===== src/rtl/sample_stream_pkg.sv =====
// rtl/sample_stream_pkg.sv - shared types and helpers for the sample stream serialiser
package sample_stream_pkg;

    typedef logic [7:0] byte_t;

    typedef enum logic [1:0] {
        IDLE     = 2'd0,
        LOAD_OUT = 2'd1,
        SEND     = 2'd2
    } ser_state_t;

    localparam logic [7:0] ERR_SAT = 8'hFF;

    function automatic logic nbytes_valid(input int unsigned nbytes, input int unsigned word_bytes);
        return (nbytes != 0) && (nbytes <= word_bytes);
    endfunction

endpackage


===== src/rtl/sample_word_fifo.sv =====
// rtl/sample_word_fifo.sv - synchronous word FIFO holding {nbytes, data} entries
module sample_word_fifo #(
    parameter int unsigned WIDTH = 8,
    parameter int unsigned DEPTH = 2
) (
    input  logic             clk,
    input  logic             reset_n,
    input  logic             push,
    input  logic             pop,
    input  logic [WIDTH-1:0] din,
    output logic [WIDTH-1:0] dout,
    output logic             full,
    output logic             empty
);

    localparam int unsigned AW = (DEPTH > 1) ? $clog2(DEPTH) : 1;

    logic [WIDTH-1:0] mem [DEPTH];
    logic [AW:0]      wr_ptr;
    logic [AW:0]      rd_ptr;
    logic             do_push;
    logic             do_pop;

    // Extra pointer bit distinguishes full from empty when the indices match.
    assign empty   = (wr_ptr == rd_ptr);
    assign full    = (wr_ptr[AW] != rd_ptr[AW]) && (wr_ptr[AW-1:0] == rd_ptr[AW-1:0]);
    assign do_push = push && !full;
    assign do_pop  = pop && !empty;
    assign dout    = mem[rd_ptr[AW-1:0]];

    always_ff @(posedge clk or negedge reset_n) begin
        if (!reset_n) begin
            wr_ptr <= '0;
            rd_ptr <= '0;
        end else begin
            if (do_push) wr_ptr <= wr_ptr + 1'b1;
            if (do_pop)  rd_ptr <= rd_ptr + 1'b1;
        end
    end

    always_ff @(posedge clk) begin
        if (do_push) mem[wr_ptr[AW-1:0]] <= din;
    end

endmodule


===== src/rtl/sample_stream_serializer.sv =====
// rtl/sample_stream_serializer.sv - buffers words and serialises them into a byte stream
module sample_stream_serializer
    import sample_stream_pkg::*;
#(
    parameter int unsigned WORD_BYTES = 4,
    parameter int unsigned FIFO_DEPTH = 2,
    parameter bit          LSB_FIRST  = 1'b1
) (
    input  logic                              clk,
    input  logic                              reset_n,
    input  logic                              word_in_valid,
    output logic                              word_in_ready,
    input  logic [8*WORD_BYTES-1:0]           word_in_data,
    input  logic [$clog2(WORD_BYTES+1)-1:0]   word_in_nbytes,
    output logic                              stream_out_valid,
    input  logic                              stream_out_ready,
    output logic [7:0]                        stream_out_data,
    output logic                              stream_out_last,
    output logic [31:0]                       byte_count,
    output logic [7:0]                        err_count
);

    localparam int unsigned DW  = 8 * WORD_BYTES;
    localparam int unsigned NBW = $clog2(WORD_BYTES + 1);
    localparam int unsigned FW  = NBW + DW;

    // In MSB-first mode the word is pre-aligned so its top valid byte sits at the MSB end.
    function automatic logic [DW-1:0] align_word(input logic [DW-1:0] d, input logic [NBW-1:0] n);
        if (LSB_FIRST) return d;
        return d << {NBW'(WORD_BYTES) - n, 3'b000};
    endfunction

    function automatic byte_t first_byte(input logic [DW-1:0] w);
        return LSB_FIRST ? w[7:0] : w[DW-1 -: 8];
    endfunction

    function automatic logic [DW-1:0] drop_byte(input logic [DW-1:0] w);
        return LSB_FIRST ? (w >> 8) : (w << 8);
    endfunction

    ser_state_t     state;
    logic           ready_en;
    logic           fifo_full;
    logic           fifo_empty;
    logic           fifo_push;
    logic           fifo_pop;
    logic [FW-1:0]  fifo_dout;
    logic [DW-1:0]  head_data;
    logic [NBW-1:0] head_nbytes;
    logic [DW-1:0]  head_aligned;
    logic [DW-1:0]  shift_reg;
    logic [NBW-1:0] remaining;
    logic           in_fire;
    logic           in_ok;
    logic           beat_fire;
    logic           word_done;

    assign word_in_ready = ready_en && !fifo_full;
    assign in_fire       = word_in_valid && word_in_ready;
    assign in_ok         = nbytes_valid(32'(word_in_nbytes), WORD_BYTES);
    assign fifo_push     = in_fire && in_ok;

    assign {head_nbytes, head_data} = fifo_dout;
    assign head_aligned = align_word(head_data, head_nbytes);

    assign beat_fire = (state == SEND) && stream_out_valid && stream_out_ready;
    assign word_done = beat_fire && (remaining == NBW'(1));
    assign fifo_pop  = !fifo_empty && ((state == IDLE) || word_done);

    sample_word_fifo #(
        .WIDTH (FW),
        .DEPTH (FIFO_DEPTH)
    ) u_fifo (
        .clk     (clk),
        .reset_n (reset_n),
        .push    (fifo_push),
        .pop     (fifo_pop),
        .din     ({word_in_nbytes, word_in_data}),
        .dout    (fifo_dout),
        .full    (fifo_full),
        .empty   (fifo_empty)
    );

    always_ff @(posedge clk or negedge reset_n) begin
        if (!reset_n) begin
            state            <= IDLE;
            ready_en         <= 1'b0;
            shift_reg        <= '0;
            remaining        <= '0;
            stream_out_valid <= 1'b0;
            stream_out_data  <= '0;
            stream_out_last  <= 1'b0;
            byte_count       <= '0;
            err_count        <= '0;
        end else begin
            ready_en <= 1'b1;
            if (in_fire && !in_ok && (err_count != ERR_SAT)) err_count <= err_count + 8'd1;

            case (state)
                IDLE: begin
                    if (!fifo_empty) begin
                        shift_reg <= head_aligned;
                        remaining <= head_nbytes;
                        state     <= LOAD_OUT;
                    end
                end
                LOAD_OUT: begin
                    stream_out_valid <= 1'b1;
                    stream_out_data  <= first_byte(shift_reg);
                    stream_out_last  <= (remaining == NBW'(1));
                    shift_reg        <= drop_byte(shift_reg);
                    state            <= SEND;
                end
                SEND: begin
                    if (beat_fire) begin
                        byte_count <= byte_count + 32'd1;
                        if (remaining == NBW'(1)) begin
                            // Chain straight into the next queued word so there is no bubble.
                            if (!fifo_empty) begin
                                stream_out_data <= first_byte(head_aligned);
                                stream_out_last <= (head_nbytes == NBW'(1));
                                shift_reg       <= drop_byte(head_aligned);
                                remaining       <= head_nbytes;
                            end else begin
                                stream_out_valid <= 1'b0;
                                stream_out_last  <= 1'b0;
                                remaining        <= '0;
                                state            <= IDLE;
                            end
                        end else begin
                            stream_out_data <= first_byte(shift_reg);
                            stream_out_last <= (remaining == NBW'(2));
                            shift_reg       <= drop_byte(shift_reg);
                            remaining       <= remaining - 1'b1;
                        end
                    end
                end
                default: state <= IDLE;
            endcase
        end
    end

endmodule


===== config.mk =====
export PLATFORM = sky130hd
export DESIGN_NAME = sample_stream_serializer
export DESIGN_NICKNAME = d
export VERILOG_FILES = /design/src/rtl/sample_stream_pkg.sv /design/src/rtl/sample_word_fifo.sv /design/src/rtl/sample_stream_serializer.sv
export SDC_FILE = /design/constraint.sdc
export NUM_CORES = 1
export LEC_CHECK = 0
export ABC_AREA = 1
export BUFFER_PORTS_ARGS = -buffer_cell sky130_fd_sc_hd__buf_2
export CAP_MARGIN = 20
export CORE_ASPECT_RATIO = 2
export CORE_MARGIN = 2
export CORE_UTILIZATION = 29
export DETAILED_ROUTE_END_ITERATION = 6
export SLEW_MARGIN = 30
export SYNTH_ARGS = -nofsm -noshare
export SYNTH_HDL_FRONTEND = slang
export SYNTH_SLANG_ARGS = --single-unit
export TNS_END_PERCENT = 10

===== constraint.sdc =====
create_clock -name clk -period 8.4 [get_ports clk]
set_clock_uncertainty 0.1 [all_clocks]
set_input_delay 0.84 -clock clk [delete_from_list [all_inputs] [get_ports clk]]
set_output_delay 0.84 -clock clk [all_outputs]
set_load 0.005 [all_outputs]

---- After elaboration in Yosys (flattened, before gate mapping) ----
Memories as Yosys holds them, arrays and structs flattened.
Index checks and enable logic that the tools add are counted.
storage, ports and cells
  register bits after elaboration ......... 92
  bits in writable memories ............... 70
  bits of input ports ..................... 39
  output and inout port bits .............. 51
  logic and storage cells ................. 90
  memories ................................ 1
memory list
  memory      depth  bits a word  read ports  clocked after Yosys merged registers in  wr ports  line                    text
  u_fifo.mem  2      35           1           0                                        1         sample_word_fifo.sv:18  logic [WIDTH-1:0] mem [DEPTH];
cells by class
  $add $sub $neg .......................... 5
  magnitude comparators ................... 1
  equal/unequal tests ..................... 14
  multiplexer cells ....................... 29
  reductions and logical operators ........ 29
operators by type and width
  operator                 number
  $mux W32                 4
  $pmux W32 S3             1
  $add A32 B1 Y32 const B  1
  $mux W8                  3
  $pmux W8 S2              1
  $logic_and A1 B1 Y1      13
  $mux W3                  4
  $reduce_and A4 Y1        3
  $add A8 B1 Y8 const B    1
  $mux W1                  8
  $mux W2                  4
  $ne A8 B8 Y1 const B     1
  $eq A3 B1 Y1 const B     2
  $ne A2 B2 Y1 const B     3
  $pmux W2 S3              1
  $pmux W3 S2              1
  $reduce_and A3 Y1        2
  $reduce_bool A3 Y1       2
  $add A2 B1 Y2 const B    2
  $pmux W1 S2              2
  $reduce_and A2 Y1        2
  $reduce_bool A2 Y1       2
  $eq A3 B2 Y1 const B     1
  $le A3 B3 Y1 const B     1
  other kinds (11)         13

---- Logic depth before layout (Yosys ltp) ----
  depth in word-level cells ............... 9
  gate-level depth with buffers ........... 11
  mapped depth without buffers ............ 10

---- Modules after synthesis ----
A second synthesis with hierarchy kept.
unflattened totals
  cells, all modules ...................... 894
  area total of the unflattened synthesis .. 7792.5 sq um
by module, submodules not included
  module                    instances  cells an instance  area an instance (sq um)  seq. area each (sq um)
  sample_stream_serializer  1          671                4994.8                    2202.1
  sample_word_fifo          1          223                2797.7                    2202.1

---- Least setup slack after synthesis ----
Ideal clock, no wire load.
  path type ............................... in2reg
  start point ............................. input port word_in_nbytes[1]
  end point ............................... memory u_fifo.mem[1][0] (netlist name) (enable)
  library setup time ...................... 0.429 ns
  arrival ................................. 2.825 ns
  required time ........................... 7.871 ns
  path slack .............................. 5.047 ns
  cell stages on the path ................. 4
  path buffers ............................ 0
  path through ............................ nor2_1 -> xnor2_1 -> nand4_1 -> nor2_1
on the way
  cells in the longest elaborated chain, start to end .. 6
RTL lines
  item                                                line                            text
  start, declared                                     sample_stream_serializer.sv:14  input logic [$clog2(WORD_BYTES+1)-1:0] word_in_nbytes,
  $le A3 B3 Y1 or $reduce_bool A3 Y1 (tied branches)  sample_stream_pkg.sv:15         return (nbytes != 0) && (nbytes <= word_bytes);
  $logic_and A1 B1 Y1 *                               sample_stream_pkg.sv:15
  $logic_and A1 B1 Y1 *                               sample_stream_serializer.sv:61  assign fifo_push = in_fire && in_ok;
  $logic_and A1 B1 Y1 *                               sample_word_fifo.sv:27          assign do_push = push && !full;
  $mux W1 *                                           sample_word_fifo.sv:42          if (do_push) mem[wr_ptr[AW-1:0]] <= din;
  $mux W1 (implied by the code) *                     sample_word_fifo.sv:42
  end, declared                                       sample_word_fifo.sv:18
Mark *: on every way between the ends. The rest lies on a longest branch, timed or not.

---- Worst setup path after layout ----
  start point ............................. register state[0]
  end point ............................... register shift_reg[5]
on the way
  cells in the longest elaborated chain, start to end .. 5
RTL lines
  item                                line                                                            text
  start, declared                     sample_stream_serializer.sv:41                                  ser_state_t state;
  start signal, assigned              sample_stream_serializer.sv:86                                  state <= IDLE;
  start signal, assigned              sample_stream_serializer.sv:104                                 state <= LOAD_OUT;
  start signal, assigned              sample_stream_serializer.sv:112                                 state <= SEND;
  $eq A2 B2 Y1                        sample_stream_serializer.sv:66, sample_stream_serializer.sv:99
  $logic_and A1 B1 Y1 (2 in series)   sample_stream_serializer.sv:66                                  assign beat_fire = (state == SEND) && stream_out_valid && stream_out_ready;
  $ne A2 B2 Y1 (no source line)       -
  $reduce_and A4 Y1 (no source line)  -
  end signal, assigned                sample_stream_serializer.sv:102                                 shift_reg <= head_aligned;
  end signal, assigned                sample_stream_serializer.sv:111                                 shift_reg <= drop_byte(shift_reg);
  end signal, assigned                sample_stream_serializer.sv:122                                 shift_reg <= drop_byte(head_aligned);
  end, declared                       sample_stream_serializer.sv:51                                  logic [DW-1:0] shift_reg;
Several ways; a longest one is shown, not always the timed one.
A chain may end at the register's enable or synchronous reset.

==> results.cfg <==
[worst_setup_path]
crit_path_max_fanout = 64
cp_cell_sequence = inv_1 -> ha_1 -> inv_2 -> nor2_4 -> nand3_2 -> nand3_4 -> nand2_1 -> o21ai_2
critPathKind = register to register
reg2reg_depth = 8
r2r_setup_slack_ns = 5.15
worstPathRequired_ns = 8.65
crit_family = simple AND/OR/NAND/NOR gates
crit_slowest_cell = nor2_4
worstSetupPathDepth = 8
worstSetupEndpointType = register
path_buf_inv = 2
slowest_delay_ns = 0.73
start_kind = register
arrival_ns = 3.50

[final_layout]
largest_reg_flops = 70
fillers = 2763
fin_util_pct = 34.4
layout_commonest_cell = nand2_1
fin_nets = 1010
final_cell_mix = nand2_1 (358), dfrtp_1 (92), buf_2 (88), edfxtp_1 (70), nand3_1 (66)
area_growth_pct = 17.2
layout-drive-gt1-share_pct = 18.2

[cts]
cts_buffer_depth = 2
root_buffer = clkbuf_16
cts_made_buffers = 17
post-cts-setup-buffers = 0
cts.sinks = 162
cts_htree_levels = 4
cts.clk_slew.worst_paths_ns = 0.06
cts_tree = done
cts_hold_buf = 0
cts-resized-gates = 0
worstSkewPairLatency_ns = 0.44

[logic_synthesis]
yosysWarnings = 0
syn_area_per_cell_um2 = 9.02
ys_types = 35
synth_fp_nets = 926
netlist_instances = 876
syn_area_um2 = 7900
synth-seq-cells = 162
seq_area_frac_synth_pct = 55.7

[routing]
post-route-drc-count = 0
vias = 5971
first_pass_iters = 5
drtAntennaViolNets = 0
post_drt_wl_per_cell_um = 14.4
wl_mm = 19.0
vias_per_cell = 4.52
drt_iter0_markers = 419

[timing]
finalHoldViolCount = 0
finalSetupViolCount = 0
fmax_mhz = 308
fin_crit_ns = 3.25
rsz0062_at_grt = no
drv_slew = 0
slew_headroom_pct = 38.6
setup_ws_ns = 5.15
fin_crit_sh_pct = 38.7
setup_tns_ns = 0
worst_pin_slew_ns = 0.918

[pwr]
ir_drop_v = 0.000246
cellLeakagePower_uw = 0.00422
powerDensity_nw_per_um2 = 340

[place]
gp_congestion = 0.870
dp_worst_setup_slack_ns = 5.12
dp_hpwl_mm = 13.6
port-buffer-count = 89

[grt]
grt_pass1_vias = 5975
grt_pass1_wl_mm = 30.5
grt_max_degree = 65
overflow = 0
grt_usage_pct = 13.8
antenna_found_initial = 3

[floorplan]
start_util_pct = 29.4
die_area_um2 = 28700
fp.dieH_um = 237
die_w_um = 121
fp-row-count = 85
io_pins = 90
fp.coreArea_um2 = 26900

[min_path]
worst_hold_path_type = primary input to asynchronous set/reset pin

[run_status]
run_status = finished, final reports clean

[job]
max_cap_viol_count = 0
report_power, final:
group	internal [µW]	switching, µW
Combinational	414	835
Clock	445	338
Sequential	1010	105
synthesized netlist by cell type:
| cell | number | share of area, % |
|---|---|---|
| nand2_4 | 1 | 0.14 |
| conb_1 | 1 | 0.047 |
| buf_2 | 10 | 0.63 |
| dfrtp_1 | 92 | 29 |
| o21ai_2 | 28 | 3.1 |
| o211ai_1 | 7 | 0.66 |
| ha_1 | 11 | 1.7 |
| nor2_2 | 1 | 0.079 |
| a21boi_0 | 1 | 0.095 |
| nand4_1 | 10 | 0.79 |
| nand2_2 | 3 | 0.24 |
| nand2_1 | 358 | 17 |
| nor2_4 | 7 | 1.0 |
| a31oi_1 | 1 | 0.079 |
| nor3b_1 | 1 | 0.095 |
| nor3_1 | 6 | 0.38 |
| clkbuf_1 | 7 | 0.33 |
| o21a_1 | 1 | 0.095 |
| and2_1 | 1 | 0.079 |
| inv_2 | 3 | 0.14 |
| o21ai_0 | 20 | 1.3 |
| xor2_1 | 19 | 2.1 |
| inv_1 | 62 | 2.9 |
| xnor2_1 | 8 | 0.89 |
| nand3b_1 | 2 | 0.19 |
| nand3_2 | 3 | 0.38 |
| nor2_1 | 50 | 2.4 |
| nand3_4 | 4 | 0.89 |
| nand3_1 | 66 | 4.2 |
| a21oi_1 | 4 | 0.25 |
| buf_4 | 2 | 0.19 |
| o21ai_1 | 6 | 0.38 |
| edfxtp_1 | 70 | 27 |
| xnor2_2 | 1 | 0.21 |
| buf_6 | 9 | 1.3 |
cell families after synthesis:
family          share of synthesized area [%]
flops                                    55.7
buf+inv                                  5.53
fa+ha+maj                                1.74
simple gates                             27.8
xor+xnor                                 3.20
other cells                            0.0475
compound gates                           5.94
per-stage QoR:
step           area (µm²)  hold WS [ns]  total power (µW)  instances
4_1_cts              9260         0.373              3200       1321
2_1_floorplan        7900         0.350              2110        876
5_1_grt              9260         0.396              3390       1321
3_5_place_dp         8680         0.364              2400       1289
6_report             9260         0.356              3150       1322
3_3_place_gp         8620         0.364              2360       1287
final timing paths:
check,start,endpoint
max,state[0],shift_reg[5]
min,reset_n,byte_count[26]
max reg2reg,state[0],shift_reg[5]
min reg2reg,stream_out_data[5],stream_out_data[5]
max in group asynchronous,reset_n,shift_reg[21]
min in group clk,stream_out_data[5],stream_out_data[5]
cell type report:
cell class | instances | area, µm² | share of cell area, %
repair buffers | 93 | 518 | 5.59
well taps | 348 | 435 | 4.70
clock inverters | 13 | 150 | 1.62
clock buffers | 19 | 433 | 4.67
flip-flops and latches | 162 | 4400 | 47.5
inverters | 65 | 244 | 2.63
multi-input cells | 621 | 3080 | 33.2
diodes | 1 | 2.50 | 0.0270
metal layers:
metal	global-route usage [%]	routed length [µm]
met2	26.5	10700
met3	3.41	683
met4	6.48	583
met1	13.5	7080
met5	0	27
Note: power is estimated with default switching activity, not from simulation.
